<file path="config.mk">
export PLATFORM = sky130hd
export DESIGN_NAME = rs_alu_station
export DESIGN_NICKNAME = d
export VERILOG_FILES = /design/src/rtl/data_types.sv /design/src/rtl/rs_alu_station_core.sv /design/src/rtl/rs_alu_station.sv
export SDC_FILE = /design/constraint.sdc
export NUM_CORES = 1
export LEC_CHECK = 0
export BUFFER_PORTS_ARGS = -buffer_cell sky130_fd_sc_hd__buf_2
export CORE_MARGIN = 4
export CORE_UTILIZATION = 57
export CTS_BUF_LIST = sky130_fd_sc_hd__clkbuf_8
export CTS_CLUSTER_SIZE = 30
export DETAILED_ROUTE_END_ITERATION = 7
export PLACE_DENSITY = 0.78
export SLEW_MARGIN = 20
export SYNTH_ARGS = -nofsm -noshare
export SYNTH_HDL_FRONTEND = slang
export SYNTH_HIERARCHICAL = 1
export SYNTH_SLANG_ARGS = --single-unit
</file>
<file path="constraint.sdc">
create_clock -name clk_i -period 6.83 [get_ports clk_i]
set_input_delay 1.366 -clock clk_i [delete_from_list [all_inputs] [get_ports clk_i]]
set_output_delay 1.366 -clock clk_i [all_outputs]
set_load 0.1 [all_outputs]
</file>
<file path="src/rtl/data_types.sv">
// Shared CDB/ALU types: tags, data words, CDB beat, ALU op codes and the dispatch issue bundle.
package data_types;

  localparam int WORD_W = 32;
  localparam int TAG_W  = 3;

  typedef logic [TAG_W-1:0]  tag_t;
  typedef logic [WORD_W-1:0] word_t;

  // Tag value meaning "no producer": operand already valid, or CDB idle.
  localparam tag_t NO_VAL = 3'd0;

  typedef struct packed {
    tag_t  tag;
    word_t val;
  } cdb_t;

  typedef enum logic [3:0] {
    ALU_ADD  = 4'd0,
    ALU_SUB  = 4'd1,
    ALU_AND  = 4'd2,
    ALU_OR   = 4'd3,
    ALU_XOR  = 4'd4,
    ALU_SLL  = 4'd5,
    ALU_SRL  = 4'd6,
    ALU_SRA  = 4'd7,
    ALU_SLT  = 4'd8,
    ALU_SLTU = 4'd9,
    ALU_MUL  = 4'd10
  } alu_op_t;

  typedef struct packed {
    alu_op_t op;
    tag_t    qj;
    word_t   vj;
    tag_t    qk;
    word_t   vk;
  } rs_issue_t;

  typedef enum logic [1:0] {
    ST_IDLE     = 2'd0,
    ST_WAIT_OPS = 2'd1,
    ST_EXEC     = 2'd2,
    ST_WAIT_CDB = 2'd3
  } rs_state_t;

endpackage

</file>
<file path="src/rtl/rs_alu_station_core.sv">
// Purely combinational integer ALU behind the reservation station.
// The multiplier exists only when RS_MUL_EN is defined; otherwise MUL yields 0.
import data_types::*;

module rs_alu_core #(
  parameter int XLEN = 32
) (
  input  alu_op_t op_i,
  input  word_t   vj_i,
  input  word_t   vk_i,
  output word_t   res_o
);

  localparam int SHW = $clog2(XLEN);

  logic [SHW-1:0] shamt;
  assign shamt = vk_i[SHW-1:0];

  always_comb begin
    res_o = '0;
    case (op_i)
      ALU_ADD:  res_o = vj_i + vk_i;
      ALU_SUB:  res_o = vj_i - vk_i;
      ALU_AND:  res_o = vj_i & vk_i;
      ALU_OR:   res_o = vj_i | vk_i;
      ALU_XOR:  res_o = vj_i ^ vk_i;
      ALU_SLL:  res_o = vj_i << shamt;
      ALU_SRL:  res_o = vj_i >> shamt;
      ALU_SRA:  res_o = $signed(vj_i) >>> shamt;
      ALU_SLT:  res_o = {{(XLEN-1){1'b0}}, ($signed(vj_i) < $signed(vk_i))};
      ALU_SLTU: res_o = {{(XLEN-1){1'b0}}, (vj_i < vk_i)};
`ifdef RS_MUL_EN
      ALU_MUL:  res_o = vj_i * vk_i;
`else
      ALU_MUL:  res_o = '0;
`endif
      default:  res_o = '0;
    endcase
  end

endmodule

</file>
<file path="src/rtl/rs_alu_station.sv">
// Single-entry reservation station with fused ALU; frees only after its own tag is seen on the CDB.
// Optional multi-cycle MUL is enabled by defining RS_MUL_EN.
import data_types::*;

module rs_alu_station #(
  parameter tag_t RS_TAG = 3'd1,
  parameter int   XLEN   = 32
) (
  input  logic      clk_i,
  input  logic      RST_i,
  input  logic      issue_valid_i,
  output logic      issue_ready_o,
  input  rs_issue_t issue_i,
  input  cdb_t      broadcast_i,
  output cdb_t      fu_res_o,
  output logic      busy_o
);

  rs_state_t  state_q, state_d;
  alu_op_t    op_q, op_d;
  tag_t       qj_q, qj_d, qk_q, qk_d;
  word_t      vj_q, vj_d, vk_q, vk_d;
  logic       rj_q, rj_d, rk_q, rk_d;
  logic [1:0] cnt_q, cnt_d;
  cdb_t       res_q, res_d;
  word_t      core_res;

  rs_alu_core #(.XLEN(XLEN)) u_core (
    .op_i  (op_q),
    .vj_i  (vj_q),
    .vk_i  (vk_q),
    .res_o (core_res)
  );

  // Next-state, operand capture and countdown
  always_comb begin
    state_d   = state_q;
    op_d      = op_q;
    qj_d      = qj_q;
    qk_d      = qk_q;
    vj_d      = vj_q;
    vk_d      = vk_q;
    rj_d      = rj_q;
    rk_d      = rk_q;
    cnt_d     = cnt_q;
    res_d.tag = NO_VAL;
    res_d.val = res_q.val;
    case (state_q)
      ST_IDLE: begin
        if (issue_valid_i) begin
          op_d    = issue_i.op;
          qj_d    = issue_i.qj;
          qk_d    = issue_i.qk;
          // An operand may be satisfied by the CDB beat on the very issue edge.
          if (issue_i.qj == NO_VAL) begin
            rj_d = 1'b1;
            vj_d = issue_i.vj;
          end else if (broadcast_i.tag == issue_i.qj) begin
            rj_d = 1'b1;
            vj_d = broadcast_i.val;
          end else begin
            rj_d = 1'b0;
            vj_d = issue_i.vj;
          end
          if (issue_i.qk == NO_VAL) begin
            rk_d = 1'b1;
            vk_d = issue_i.vk;
          end else if (broadcast_i.tag == issue_i.qk) begin
            rk_d = 1'b1;
            vk_d = broadcast_i.val;
          end else begin
            rk_d = 1'b0;
            vk_d = issue_i.vk;
          end
          state_d = ST_WAIT_OPS;
        end else begin
          state_d = ST_IDLE;
        end
      end
      ST_WAIT_OPS: begin
        if (!rj_q && (broadcast_i.tag == qj_q)) begin
          rj_d = 1'b1;
          vj_d = broadcast_i.val;
        end else begin
          rj_d = rj_q;
        end
        if (!rk_q && (broadcast_i.tag == qk_q)) begin
          rk_d = 1'b1;
          vk_d = broadcast_i.val;
        end else begin
          rk_d = rk_q;
        end
        if (rj_q && rk_q) begin
`ifdef RS_MUL_EN
          cnt_d = (op_q == ALU_MUL) ? 2'd2 : 2'd0;
`else
          cnt_d = 2'd0;
`endif
          state_d = ST_EXEC;
        end else begin
          state_d = ST_WAIT_OPS;
        end
      end
      ST_EXEC: begin
        if (cnt_q == 2'd0) begin
          res_d.tag = RS_TAG;
          res_d.val = core_res;
          state_d   = ST_WAIT_CDB;
        end else begin
          cnt_d = cnt_q - 2'd1;
        end
      end
      ST_WAIT_CDB: begin
        if (broadcast_i.tag == RS_TAG) begin
          state_d = ST_IDLE;
        end else begin
          state_d = ST_WAIT_CDB;
        end
      end
      default: state_d = ST_IDLE;
    endcase
  end

  // State and datapath registers with synchronous reset
  always_ff @(posedge clk_i) begin
    if (RST_i) begin
      state_q <= ST_IDLE;
      op_q    <= ALU_ADD;
      qj_q    <= NO_VAL;
      qk_q    <= NO_VAL;
      vj_q    <= '0;
      vk_q    <= '0;
      rj_q    <= 1'b0;
      rk_q    <= 1'b0;
      cnt_q   <= 2'd0;
      res_q   <= '{tag: NO_VAL, val: '0};
    end else begin
      state_q <= state_d;
      op_q    <= op_d;
      qj_q    <= qj_d;
      qk_q    <= qk_d;
      vj_q    <= vj_d;
      vk_q    <= vk_d;
      rj_q    <= rj_d;
      rk_q    <= rk_d;
      cnt_q   <= cnt_d;
      res_q   <= res_d;
    end
  end

  // Outputs depend only on registers and reset, never on broadcast_i
  always_comb begin
    issue_ready_o = (state_q == ST_IDLE) && !RST_i;
    busy_o        = (state_q != ST_IDLE);
    fu_res_o      = res_q;
  end

endmodule

</file>
==> results of run 1 <==
==> Yosys cell counts (9+ instances only) <==
library cell  number
o21a_1            12
buf_2             59
a21oi_1          180
a311oi_1          52
a31oi_1           12
mux2i_1           38
mux2_2            13
a311oi_2          15
nor4_1             9
a211oi_1          26
or3_1             10
buf_6             17
nand3_1           83
o211ai_1          29
o31ai_1           12
nor3_1            89
a21o_1            17
xnor2_1           16
and3_1            10
o21ai_0           95
a221oi_1          18
mux4_2            27
o21bai_1          10
ha_1              99
nand2b_1          15
dfxtp_1          113
buf_1              9
clkbuf_1          77
o21ai_1            9
a22oi_1           15
nor2_1           158
nand2_1          260
o2111ai_1          9
xor2_1            17
inv_1            105
==> worst min-delay path by stage <==
stage / cells after the start / to / slack (ps) / start
global placement: 2 / fu_res_o[7]$_SDFFE_PP0P_ / 440 / fu_res_o[7]$_SDFFE_PP0P_
finish: 2 / fu_res_o[17]$_SDFFE_PP0P_ / 450 / fu_res_o[17]$_SDFFE_PP0P_
CTS: 2 / fu_res_o[17]$_SDFFE_PP0P_ / 450 / fu_res_o[17]$_SDFFE_PP0P_
detailed placement: 2 / fu_res_o[17]$_SDFFE_PP0P_ / 440 / fu_res_o[17]$_SDFFE_PP0P_
floorplan: 2 / cnt_q[1]$_SDFFE_PP0P_ / 430 / cnt_q[1]$_SDFFE_PP0P_
global route: 2 / fu_res_o[25]$_SDFFE_PP0P_ / 470 / fu_res_o[25]$_SDFFE_PP0P_
==> sequential cells by signal (all words and copies together) (netlist names) <==
name,count
qj_q,3
fu_res_o,33
vk_q,32
rk_q,1
cnt_q,2
qk_q,3
op_q,4
state_q,2
vj_q,32
rj_q,1
==> critical path, cell delays in order, from the launching register on <==
cell	delay [ps]
dfxtp_1	320
buf_4	380
inv_1	470
ha_1	540
nor2_2	260
o211ai_1	190
o2111ai_1	160
a21oi_1	170
a2bb2oi_2	320
a31oi_2	210
nor4_1	360
mux2_2	380
o311ai_1	90
nand2_1	90
a21oi_1	140
==> layout by cell type, fill, tap and decap left out, drive strengths merged, types with 14 or more instances in the layout <==
cell / Yosys / routed
nand2: 261 / 261
clkbuf: 78 / 17
a21o: 17 / 17
nand3: 83 / 83
o21ai: 105 / 105
nand2b: 15 / 15
nor2: 159 / 159
nor3: 91 / 91
a221oi: 19 / 19
a21oi: 185 / 185
mux2i: 39 / 39
buf: 94 / 171
a311oi: 67 / 67
xnor2: 16 / 16
inv: 106 / 111
dfxtp: 113 / 113
o31ai: 14 / 14
o211ai: 30 / 30
a22oi: 15 / 15
ha: 99 / 99
a211oi: 28 / 28
mux4: 27 / 27
mux2: 15 / 15
xor2: 17 / 17
==> cell families (layout without fill, tap and decap cells) <==
kind of cell,Yosys count,count (layout),share of synthesized area [%]
simple gates,682,682,22.55
compound gates,600,600,31.26
buf+inv,279,310,9.491
flops,113,113,16.56
fa+ha+maj,101,101,9.362
mux,81,81,8.629
xor+xnor,33,33,2.116
other cells,1,2,0.02746
==> layer usage <==
metal  share of wire, %  up-vias
li1                   -     6913
met2                 43      969
met1                 43     6994
met3                 12      106
met5                  0        -
met4                3.2        0
==> stage by stage <==
stage / power (W) / hold slack [ps] / area, um2 / utilization [%]
after floorplan: 0.001869 / 431.9 / 13660 / -
after global placement: 0.002221 / 439.7 / 14110 / 59.94
after detailed placement: 0.002237 / 443.0 / 14110 / 59.94
after CTS: 0.002944 / 454.1 / 14520 / 61.68
after global routing: 0.003146 / 469.8 / 14520 / 61.68
final: 0.002995 / 450.2 / 14520 / 61.68
==> area by class of cell <==
type                            instances  share of cell area, %
Sequential cell                       113                  15.63
Tap cell                              319                  2.749
Timing Repair Buffer                  171                  6.342
Clock buffer                           17                  1.611
Inverter                              107                  2.766
Multi-Input combinational cell       1499                  69.70
Clock inverter                         15                  1.206
==> where the power goes <==
| group | leakage (nW) | internal (W) | switching [W] |
|---|---|---|---|
| Clock | 0.203 | 0.000337 | 0.000378 |
| Sequential | 0.929 | 0.000706 | 0.000108 |
| Combinational | 4.62 | 0.000525 | 0.000941 |
| Total | 5.75 | 0.00157 | 0.00143 |
==> flow_metrics.tcl, run 1 <==
set metrics [dict create \
    num_antenna_cells 0 \
    rsz0062_at_grt "no" \
    use_met3_pct 6.176 \
    synth_top_area_share_pct 16.56 \
    fmax_mhz 237.4 \
    yosys_warnings 6 \
    ys_seq_area_share_pct 16.56 \
    critPathKind "register to register" \
    tightest_slew_ps 1151 \
    grt_pass1_vias 13555 \
    avgSynthCellArea_um2 7.227 \
    yosysTopAreaCell "dfxtp_1" \
    cp_data_required_time_ps 7200 \
    p_leak_nw 5.747 \
    place.gp.congestion 1.069 \
    coreArea_um2 23540 \
    dp_slack_ps 2864 \
    critPathMaxFanout 41 \
    min_period_ps 4213 \
    dp_hpwl_um 38290 \
    startpoint "vk_q[4]$_SDFFE_PP0P_" \
    die_height_um 162.8 \
    cts_buffers 17 \
    async_flop_share_pct 0 \
    grt_util_all_layers_pct 37.02 \
    min_path_type "register to register" \
    die_x_um 162.8 \
    syn_inst 1890 \
    post_cts_buffers 0 \
    hold_violations 0 \
    drc 0 \
    grt_pass1_wl_um 77930 \
    areaGrowthSynthToFinish_pct 6.321 \
    r2r_start "vk_q[4]$_SDFFE_PP0P_" \
    start_kind "register" \
    port_buffers 146 \
    fin_skew_ps 31.69 \
    power_density_nw_per_um2 206.3 \
    via_count 14982 \
    drive_above_1_share_pct 16.08 \
    ir_worst_vdd_mv 0.1204 \
    gr-total-overflow 0 \
    final-instance-count-excl-fill 2241 \
    synth_flop_cell "dfxtp_1" \
    synth_area_leaders "dfxtp_1, ha_1, nand2_1" \
    grt_most_used_layer "met2" \
    synth_edf_count 0 \
    crit_end "fu_res_o[31]$_SDFFE_PP0P_" \
    setup_violations 0 \
    rows 56 \
    die_area_um2 26500 \
    synth-seq-cells 113 \
    drv_slew 0 \
    final-seq-area_um2 2270 \
    cts_hold_buf 0 \
    insertion_delay_ps 460 \
    status "finished, final reports clean" \
    grt_max_degree 90 \
    synth_area_um2 13660 \
    end_kind "register" \
    htree_num_levels 4 \
    fin_setup_tns_ps 0 \
    fin_nets 2122 \
    dpl.cell_count 2209 \
    clock-sinks 113 \
    met2_usage_pct 54.92 \
    fin_crit_sh_pct 61.68 \
    synth.distinct_cells 104 \
    relSlewSlack_pct 22.99 \
    met1_usage_pct 54.67 \
    fin_ws_ps 2617 \
    clk_pin_slew_ps 110 \
    clock_path_buffers 2 \
    fill_cells 2267 \
    cts-root-buf "clkbuf_8" \
    finalWirelength_um 50800 \
    tritoncts "built" \
    reg2reg_depth 14 \
    initial_core_util_pct 58.01 \
    antenna_found_initial 0 \
    cp.arrival_ps 4580 \
    multiInputGateArea_um2 10120 \
    regToRegSetupSlack_ps 2620 \
    wl_per_cell_um 22.67 \
    via_per_inst 6.685 \
    dr.pass1.iters 6 \
    cts_resized 0 \
    drtAntennaViolNets 0 \
    drv_cap 0 \
    pin_count 149 \
    drtIter0Drc 1872 \
    reg2reg_to "fu_res_o[31]$_SDFFE_PP0P_" \
]
Power figures use the tool's default switching activity.
==> run 2, diff against run 1 <==
- CORE_UTILIZATION: 57 -> 56
- PLACE_DENSITY: 0.78 -> 0.8
- clock period: 6.83 -> 3.6 ns (I/O delays scaled with it)
==> flow_metrics.tcl, run 2 (same netlist as run 1, synthesis figures left out) <==
set metrics [dict create \
    startpoint "vj_q[8]$_SDFFE_PP0P_" \
    cp.arrival_ps 3650 \
    initial_core_util_pct 57.50 \
    clock-sinks 113 \
    relSlewSlack_pct 39.37 \
    crit_chain "inv_1, ha_1, and3_4, o211a_1, o21ai_1, a2111oi_2, o21a_1, o2111ai_1, a31oi_1, xnor2_1, o221ai_2, nand2_1, a21oi_1" \
    htree_num_levels 4 \
    fin_crit_sh_pct 92.32 \
    tightest_slew_ps 903.3 \
    post_cts_buffers 0 \
    rsz0062_at_grt "no" \
    grt_pass1_wl_um 83050 \
    via_per_inst 6.644 \
    multiInputGateArea_um2 10110 \
    min_period_ps 3324 \
    rows 56 \
    crit_family "compound AO/OA/AOI/OAI gates" \
    crit_buf_inv 1 \
    hold_end "fu_res_o[12]$_SDFFE_PP0P_" \
    power_density_nw_per_um2 385.2 \
    setup_violations 0 \
    dr.pass1.iters 6 \
    p_leak_nw 6.140 \
    crit_path_max_incr_delay_ps 580 \
    critPathKind "register to register" \
    die_height_um 164.2 \
    drv_cap 0 \
    ir_worst_vdd_mv 0.2096 \
    cp_data_required_time_ps 3930 \
    fin_skew_ps 21.94 \
    die_area_um2 26950 \
    start_kind "register" \
    min_path_type "register to register" \
    fin_setup_tns_ps 0 \
    use_met3_pct 11.64 \
    tritoncts "built" \
    pin_count 149 \
    areaGrowthSynthToFinish_pct 10.79 \
    final-seq-area_um2 2270 \
    clk_pin_slew_ps 90 \
    drtIter0Drc 2057 \
    r2r_start "vj_q[8]$_SDFFE_PP0P_" \
    drive_above_1_share_pct 19.25 \
    status "finished, final reports clean" \
    antenna_found_initial 3 \
    grt_most_used_layer "met1" \
    gr-total-overflow 0 \
    fill_cells 2177 \
    met2_usage_pct 56.49 \
    critPathSlowestCell "ha_1" \
    fin_nets 2200 \
    regToRegSetupSlack_ps 280 \
    cts_hold_buf 0 \
    die_x_um 164.2 \
    grt_pass1_vias 13872 \
    via_count 15413 \
    port_buffers 146 \
    hold_depth 2 \
    cts_buffers 17 \
    fmax_mhz 300.9 \
    grt_util_all_layers_pct 40.29 \
    largest_reg_flops 33 \
    reg2reg_depth 13 \
    dp_hpwl_um 43270 \
    drv_slew 0 \
    end_kind "register" \
    critPathMaxFanout 12 \
    hold_violations 0 \
    p_total_w 0.005828 \
    coreArea_um2 23750 \
    place.gp.congestion 1.077 \
    wl_per_cell_um 23.96 \
    met1_usage_pct 57.88 \
    cts-root-buf "clkbuf_8" \
    clock_path_buffers 2 \
    finalWirelength_um 55600 \
    reg2reg_to "fu_res_o[28]$_SDFFE_PP0P_" \
    grt_max_degree 63 \
    drc 0 \
    cts_resized 0 \
    layout_common_cells "nand2_1, a21oi_1, nor2_1" \
    worstHoldStart "fu_res_o[12]$_SDFFE_PP0P_" \
    drtAntennaViolNets 0 \
    insertion_delay_ps 480 \
    layout_commonest_cell "nand2_1" \
]
run 2: cell count changes in the layout (fill, tap and decap cells not counted), moves of 2 or more:
cell / delta
buf_4: +74
buf_12: +4
clkbuf_8: +2
inv_8: -2
run 2: final cells by class:
| class | instances | share of cell area [%] |
|---|---|---|
| antenna | 1 | 0.01654 |
| clock buffer | 19 | 1.728 |
| clock inverter | 13 | 0.8351 |
| inverter | 107 | 2.654 |
| multi-input combinational | 1499 | 66.84 |
| sequential | 113 | 15.00 |
| tap | 319 | 2.638 |
| timing repair buffer | 249 | 10.29 |
run 2: worst max path at each step:
stage,slack [ps],end,depth (start not counted)
floorplan,150,fu_res_o[21]$_SDFFE_PP0P_,16
global placement,440,fu_res_o[26]$_SDFFE_PP0P_,13
detailed placement,370,fu_res_o[26]$_SDFFE_PP0P_,13
CTS,370,fu_res_o[26]$_SDFFE_PP0P_,13
global route,50,fu_res_o[26]$_SDFFE_PP0P_,13
finish,280,fu_res_o[28]$_SDFFE_PP0P_,13
run 2: power by group:
group | internal, W | switching, W | total [W]
Combinational | 0.00112 | 0.00197 | 0.00309
Sequential | 0.00134 | 0.000123 | 0.00146
Clock | 0.000593 | 0.000679 | 0.00127
run 2: worst reg2reg max path, cell delays in order, from the launching register on:
cell and delay [ps]:
dfxtp_1 460, inv_1 130, ha_1 580, and3_4 280, o211a_1 140, o21ai_1 120, a2111oi_2 430, o21a_1 240
o2111ai_1 130, a31oi_1 260, xnor2_1 160, o221ai_2 110, nand2_1 90, a21oi_1 60
run 2: metrics by stage:
step                utilization [%]  instances  hold WS, ps  worst slack, ps  area, um2
finish                        63.71       2320        450.7            276.5      15130
global route                  63.70       2319        467.9            52.22      15130
CTS                           63.70       2319        453.7            366.5      15130
detailed placement            62.06       2287        443.9            373.2      14740
global placement              62.06       2287        438.2            438.7      14740
floorplan                         -       1891        431.9            150.3      13660
run 2: routing by layer:
metal / vias up / share of wire (%)
met5: - / 0.072
met4: 4 / 4.1
met3: 123 / 13
met2: 1028 / 41
met1: 7176 / 42
li1: 7082 / -
==> run 3, diff against run 2 <==
- GPL_TIMING_DRIVEN: not set -> 0
==> flow_metrics.tcl, run 3 (same netlist as run 1, synthesis figures left out) <==
set metrics [dict create \
    crit_buf_inv 3 \
    relSlewSlack_pct 30.81 \
    fin_nets 2283 \
    via_per_inst 6.903 \
    cp_data_required_time_ps 3930 \
    met1_usage_pct 54.71 \
    clk_pin_slew_ps 110 \
    insertion_delay_ps 470 \
    ir_worst_vdd_mv 0.2409 \
    port_buffers 142 \
    placed_area_um2 14780 \
    grt_most_used_layer "met2" \
    end_kind "register" \
    place.gp.congestion 1.131 \
    fin_crit_sh_pct 100.0 \
    critPathSlowestCell "a21oi_1" \
    tritoncts "built" \
    grt_pass1_vias 15603 \
    die_x_um 164.2 \
    initial_core_util_pct 57.50 \
    status "complete, but fails checks" \
    use_met3_pct 15.33 \
    rows 56 \
    drive_above_1_share_pct 20.40 \
    die_height_um 164.2 \
    clock_path_buffers 2 \
    wl_per_cell_um 26.27 \
    final-instance-count-excl-fill 2403 \
    drtAntennaViolNets 0 \
    drtIter0Drc 2600 \
    dpl.cell_count 2353 \
    cts_buffers 17 \
    fin_ws_ps -1.003 \
    fmax_mhz 277.7 \
    critPathMaxFanout 10 \
    whs_ps 455.3 \
    p_leak_nw 6.292 \
    tightest_slew_ps 1038 \
    met2_usage_pct 69.44 \
    fin_skew_ps 26.54 \
    via_count 16589 \
    dp_hpwl_um 49720 \
    crit_top_cell "a21oi_1" \
    die_area_um2 26950 \
    cp.arrival_ps 3930 \
    grt_max_degree 21 \
    layout_common_cells "nand2_1, buf_2, a21oi_1" \
    drv_cap 0 \
    grt_util_all_layers_pct 45.21 \
    gr-total-overflow 0 \
    cts-root-buf "clkbuf_8" \
    min_path_type "register to register" \
    areaGrowthSynthToFinish_pct 15.01 \
    antenna_found_initial 1 \
    finalWirelength_um 63140 \
    dr.pass1.iters 8 \
    htree_num_levels 4 \
    hold_violations 0 \
    power_density_nw_per_um2 393.7 \
    violations "negative setup slack" \
    drc 0 \
    pin_count 149 \
    coreArea_um2 23750 \
    setup_violations 1 \
    clock-sinks 113 \
    crit_chain "buf_6, buf_2, inv_1, ha_1, nor2_1, a21oi_2, a21oi_1, nand2_1, o21ai_0, o21ai_0, a21oi_1, o21ai_1, nand2_1, a21oi_1" \
    crit_path_max_incr_delay_ps 590 \
    fin_area_um2 15710 \
    min_period_ps 3601 \
    grt_pass1_wl_um 92150 \
    largest_reg_flops 33 \
    drv_slew 0 \
    crit_family "compound AO/OA/AOI/OAI gates" \
    start_kind "register" \
    layout_commonest_cell "nand2_1" \
    critPathKind "register to register" \
    fin_setup_tns_ps -1.003 \
]
## run 3: cell count changes in the layout (fill, tap and decap cells not counted), moves of 5 or more
cell,change
buf_4,-73
clkbuf_1,+73
buf_2,+52
buf_6,+20
dfxtp_1,-9
dfxtp_2,+6
buf_1,+5
## run 3: final timing paths
check                                 from                         to  slack [ps]  cells after the start
setup / recovery      vk_q[0]$_SDFFE_PP0P_  fu_res_o[30]$_SDFFE_PP0P_          -1                     14
hold / removal    fu_res_o[1]$_SDFFE_PP0P_   fu_res_o[1]$_SDFFE_PP0P_         460                      2
setup reg to reg      vk_q[0]$_SDFFE_PP0P_  fu_res_o[30]$_SDFFE_PP0P_          -1                     14
hold reg to reg   fu_res_o[1]$_SDFFE_PP0P_   fu_res_o[1]$_SDFFE_PP0P_         460                      2
## run 3: timing repair
item,4_1_cts,5_1_grt
buffers inserted,8,11
endpoints found under the setup margin,28,19
gates cloned,0,1
pin swaps,18,25
gates resized for setup,44,55
hold buffers,0,0
hold endpoints to repair,0,0
## run 3: where the power goes
part	internal, W	switching (W)
logic	0.00119	0.00209
registers	0.00134	0.000239
clock network	0.000581	0.000750
total	0.00311	0.00307
## run 3: stage by stage
step / setup slack (ps) / power [W] / utilization (%)
floorplan: 150.3 / 0.003546 / -
global placement: -1118 / 0.004456 / 62.19
detailed placement: -1172 / 0.004497 / 62.24
CTS: 8.888 / 0.005866 / 64.77
global route: -14.41 / 0.006381 / 66.12
finish: -1.003 / 0.006185 / 66.13
## run 3: layout make-up
cell class	count	area (um2)
multi-input cells	1499	10340
fillers	2161	8045
flip-flops and latches	113	2288
plain buffers	169	977.2
repair buffers	163	889.6
inverters	107	417.9
well taps	319	399.1
clock buffers	17	234.0
clock inverters	15	162.7
diodes	1	2.502
## run 3: layer usage
layer  wire length [um]  part of all wire (%)
met1              22540                    36
met2              26640                    42
met3               9255                    15
met4               4702                   7.4
met5                  0                     0
## run 3: worst register-to-register path, stage by stage, from the launching register on
cell and delay, ps:
dfxtp_1 490, buf_6 200, buf_2 320, inv_1 260, ha_1 310, nor2_1 170
a21oi_2 110, a21oi_1 600, nand2_1 100, o21ai_0 180, o21ai_0 150, a21oi_1 270
o21ai_1 150, nand2_1 90, a21oi_1 60
